**config.mk**
```make
export PLATFORM = sky130hd
export DESIGN_NAME = divisor_seq
export DESIGN_NICKNAME = d
export VERILOG_FILES = /design/src/rtl/divisor_seq.sv
export SDC_FILE = /design/constraint.sdc
export NUM_CORES = 1
export LEC_CHECK = 0
export CAP_MARGIN = 20
export CORE_UTILIZATION = 55
export CTS_BUF_LIST = sky130_fd_sc_hd__clkbuf_2
export CTS_CLUSTER_SIZE = 10
export DETAILED_ROUTE_END_ITERATION = 6
export GPL_TIMING_DRIVEN = 0
export PLACE_DENSITY = 0.79
export SLEW_MARGIN = 20
export SYNTH_ARGS = -nofsm -noshare
export SYNTH_HDL_FRONTEND = slang
export SYNTH_SLANG_ARGS = --single-unit
```
**constraint.sdc**
```tcl
create_clock -name Clk -period 5.9 [get_ports Clk]
set_input_delay 0.885 -clock Clk [delete_from_list [all_inputs] [get_ports Clk]]
set_output_delay 0.885 -clock Clk [all_outputs]
set_load 0.1 [all_outputs]
```
**src/rtl/divisor_seq.sv**
```systemverilog
`default_nettype none
// ============================================================================
// Module      : divisor_seq
// Description : Sequential unsigned restoring divider, one quotient bit/cycle.
// Revision    : 1.0 - initial release
// ============================================================================
module divisor_seq #(
    parameter int WIDTH = 16
) (
    input  logic             Clk,
    input  logic             Reset,
    input  logic             Start,
    input  logic [WIDTH-1:0] Dividend,
    input  logic [WIDTH-1:0] Divisor,
    output logic [WIDTH-1:0] Quotient,
    output logic [WIDTH-1:0] Remainder,
    output logic             Busy,
    output logic             Done,
    output logic             DivZero
);

    localparam int             CW         = (WIDTH > 1) ? $clog2(WIDTH) : 1;
    localparam logic [CW-1:0]  C_CNT_LAST = CW'(WIDTH - 1);
    localparam logic [CW-1:0]  C_CNT_ONE  = CW'(1);

    typedef enum logic [1:0] {
        S_IDLE = 2'd0,
        S_RUN  = 2'd1,
        S_FIN  = 2'd2
    } state_t;

    state_t           r_state;
    logic [WIDTH-1:0] r_d;
    logic [WIDTH-1:0] r_r;
    logic [WIDTH-1:0] r_q;
    logic [CW-1:0]    r_cnt;
    logic [WIDTH-1:0] r_quot;
    logic [WIDTH-1:0] r_rem;
    logic             r_busy;
    logic             r_done;
    logic             r_divzero;

    logic [WIDTH:0]   w_shift;
    logic [WIDTH:0]   w_trial;
    logic             w_fits;
    logic [WIDTH-1:0] w_r_next;
    logic [WIDTH-1:0] w_q_next;

    // A kept partial remainder is always below the divisor, so WIDTH bits hold it.
    assign w_shift  = {r_r, r_q[WIDTH-1]};
    assign w_trial  = w_shift - {1'b0, r_d};
    assign w_fits   = ~w_trial[WIDTH];
    assign w_r_next = w_fits ? w_trial[WIDTH-1:0] : w_shift[WIDTH-1:0];
    assign w_q_next = {r_q[WIDTH-2:0], w_fits};

    always_ff @(posedge Clk) begin
        if (!Reset) begin
            r_state   <= S_IDLE;
            r_d       <= '0;
            r_r       <= '0;
            r_q       <= '0;
            r_cnt     <= '0;
            r_quot    <= '0;
            r_rem     <= '0;
            r_busy    <= 1'b0;
            r_done    <= 1'b0;
            r_divzero <= 1'b0;
        end else begin
            r_done <= 1'b0;
            case (r_state)
                S_IDLE, S_FIN: begin
                    if (Start) begin
                        if (Divisor == '0) begin
                            r_quot    <= '1;
                            r_rem     <= Dividend;
                            r_divzero <= 1'b1;
                            r_done    <= 1'b1;
                            r_state   <= S_FIN;
                        end else begin
                            r_d     <= Divisor;
                            r_r     <= '0;
                            r_q     <= Dividend;
                            r_cnt   <= C_CNT_LAST;
                            r_busy  <= 1'b1;
                            r_state <= S_RUN;
                        end
                    end else begin
                        r_state <= S_IDLE;
                    end
                end
                S_RUN: begin
                    r_r   <= w_r_next;
                    r_q   <= w_q_next;
                    r_cnt <= r_cnt - C_CNT_ONE;
                    if (r_cnt == '0) begin
                        r_quot    <= w_q_next;
                        r_rem     <= w_r_next;
                        r_divzero <= 1'b0;
                        r_done    <= 1'b1;
                        r_busy    <= 1'b0;
                        r_state   <= S_FIN;
                    end
                end
                default: begin
                    r_busy  <= 1'b0;
                    r_state <= S_IDLE;
                end
            endcase
        end
    end

    assign Quotient  = r_quot;
    assign Remainder = r_rem;
    assign Busy      = r_busy;
    assign Done      = r_done;
    assign DivZero   = r_divzero;

endmodule
`default_nettype wire

```
==> metrics.yaml <==
crit_type: "flop to primary output"
synthCells: 534
die_x_um: 91.97
cp.arrival_ps: 2110
hold_viol: 0
post_synth.cell_area_avg_um2: 8.337
worstMarginPinSlew_ps: 995.1
ios: 70
async_reset_ff_share_pct: 0
wire_per_inst_um: 16.71
grt_max_degree: 16
cts_sinks: 89
sw_frac_of_total_pct: 44.06
hold_class: "flop to flop"
finalSetupTns_ps: 0
diodes: 0
crit_family: "buffers and inverters"
rsz0062_at_grt: "no"
ctsHoldBuffers: 0
crit_buf_inv: 1
viasPerCell: 5.954
power_density_nw_per_um2: 356.9
slowest_stage: "clkdlybuf4s50_1"
h-tree-depth: 3
ant_nets: 0
post-route-min-period_ps: 2998
fin_util_pct: 68.90
track_usage_pct: 29.38
comb_power_share_pct: 48.7
synth_seq_cells: 89
setup-violations-final: 0
timing.hold.ws_ps: 471.8
place_area_um2: 5260
synth_nets: 587
maxSlewViolCount: 0
max_stage_delay_ps: 1150
status: "finished clean"
clk-insertion-delay-late_ps: 540
pwr-share-clk_pct: 14.3
ys_warn_count: 0
min_period_over_period_pct: 50.82
grt_pass1_wl_um: 19600
port-buffer-count: 68
ys_seq_area_share_pct: 40.02
leakagePower_nw: 1.959
power_switching_w: 0.0008415
rows: 32
cts_buffers: 9
area_delta_synth_final_pct: 20.21
antenna_found_initial: 0
first_iter_violations: 231
drt-pass1-iter-count: 5
syn_area_um2: 4452
synthFlopType: "dfxtp_1"
crit_path_cell_trace: "clkdlybuf4s50_1"
skew_ps: 24.54
worst_ep_required_time_ps: 5020
slew_headroom_pct: 33.45
fillers: 669
fp.coreArea_um2: 7767
cts_resized: 0
max-cap-violations: 0
drt_drc_violations_left: 0
max_freq_mhz: 333.5
cp_max_fo: 2
first_global_vias: 4048
synth_edf_count: 0
post_cts_buffers: 0
cts_tree: "yes"
globalRouteOverflowTotal: 0
finalWirelength_um: 12030
root_buffer: "clkbuf_2"
synth_cell_types: 58
irDropWorstVdd_uv: 192.8
start_util_pct: 57.31
worstSetupStartpointType: "flop"
hpwl_um: 9195
drive_gt1_share_pct: 8.900
die_h_um: 91.97
endpoint_kind: "primary output"
p_int_w: 0.001068
cts_buffer_depth: 2
num-nets-final: 666
die_area_um2: 8458
path_clk_slew_ps: 260
num_vias: 4287
final_cell_area_um2: 5351
pwr-share-seq_pct: 37.1
place.gp.congestion: 0.8670
## cells by family after synthesis
kind of cell    count (synthesis)  synth area share, %
compound gates                149                24.96
xor+xnor                       13                2.558
fa+ha+maj                      18                5.228
buf+inv                        60                5.621
flops                          89                40.02
mux                             8                1.799
simple gates                  197                19.81
## final timing paths
path | to | cells past startpoint | from | slack [ps]
hold reg to reg | r_d[13] | 2 | r_d[13] | 470
setup / recovery | Remainder[8] | 1 | Remainder[8] | 2900
hold / removal | r_d[13] | 2 | r_d[13] | 470
setup reg to reg | r_r[14] | 12 | r_q[15] | 3030
## flip-flops by register name (all words and copies together) (netlist names)
register   cells
Busy           1
DivZero        1
Done           1
Quotient      16
Remainder     16
r_cnt          4
r_d           16
r_q           16
r_r           16
r_state        2
## routing by layer
metal	global-route usage, %	wire length [µm]
met5	0	0
met4	10.03	291
met3	4.643	720
met2	52.36	5834
met1	35.77	5188
## power groups by stage
| stage | sequential (W) | combinational, W | clock (W) |
|---|---|---|---|
| 2_1_floorplan | 0.000838 | 0.000575 | 0 |
| 3_3_place_gp | 0.000718 | 0.000898 | 0 |
| 5_1_grt | 0.000716 | 0.000993 | 0.000300 |
| 4_1_cts | 0.000707 | 0.000918 | 0.000272 |
| 3_5_place_dp | 0.000719 | 0.000914 | 0 |
| 6_report | 0.000708 | 0.000930 | 0.000272 |
## layout by cell type (no fill, tap or decap), types with 6 or more instances in the layout
| master | n |
|---|---|
| nand4_1 | 6 |
| a21oi_1 | 36 |
| o221ai_1 | 6 |
| o221a_2 | 15 |
| clkdlybuf4s50_1 | 68 |
| inv_1 | 23 |
| nor2_1 | 40 |
| nand2_1 | 95 |
| ha_1 | 17 |
| nand3_1 | 18 |
| nand2b_1 | 6 |
| a31oi_1 | 7 |
| xnor2_1 | 10 |
| nor3_1 | 7 |
| a311oi_1 | 17 |
| dfxtp_1 | 89 |
| o21ai_0 | 20 |
| mux2i_1 | 8 |
| clkbuf_2 | 9 |
| clkbuf_1 | 28 |
## cell usage after synthesis, types with 2 or more instances
cell,instances,area [µm²]
dfxtp_1,89,1782
or2_2,3,18.77
o21a_1,4,30.03
a211oi_1,4,30.03
o21bai_1,2,15.01
a22oi_1,2,15.01
or3_1,2,12.51
buf_2,5,25.02
mux2i_1,8,80.08
o211ai_1,5,37.54
xor2_1,3,26.28
and2_1,5,31.28
a21boi_0,2,15.01
nand3_1,18,90.09
nand4_1,6,37.54
o221ai_1,6,52.55
a2bb2oi_1,3,26.28
nand2b_1,6,37.54
ha_1,17,212.7
nand2_1,95,356.6
nor2_1,40,150.1
and4_1,2,17.52
o21ai_1,4,20.02
o21ai_0,20,100.1
clkbuf_1,28,105.1
xnor2_1,10,87.58
a41oi_2,2,32.53
a31o_2,2,17.52
nor4_1,4,25.02
a31oi_1,7,43.79
inv_1,23,86.33
a311oi_1,17,148.9
buf_6,2,22.52
a21oi_1,36,180.2
a211oi_2,2,25.02
o221a_2,15,168.9
nor2b_1,3,18.77
o311ai_0,4,35.03
nor3_1,7,35.03
a21o_1,3,22.52
## area by class of cell
class | instances | area (µm²) | area share (%)
inverter | 24 | 90.09 | 1.683
sequential | 89 | 1782 | 33.29
timing repair buffer | 68 | 680.7 | 12.72
multi-input combinational | 385 | 2420 | 45.22
clock inverter | 7 | 46.29 | 0.8651
clock buffer | 9 | 45.04 | 0.8417
tap | 102 | 127.6 | 2.385
buffer | 36 | 160.2 | 2.993
## metrics by stage
step	std cells	setup WS (ps)	total power, W
global route	720	2770	0.002010
global placement	704	2550	0.001616
detailed placement	704	2466	0.001633
CTS	720	2905	0.001897
floorplan	534	3386	0.001413
finish	720	2902	0.001910
No activity file was read; power rests on OpenSTA's default activity.
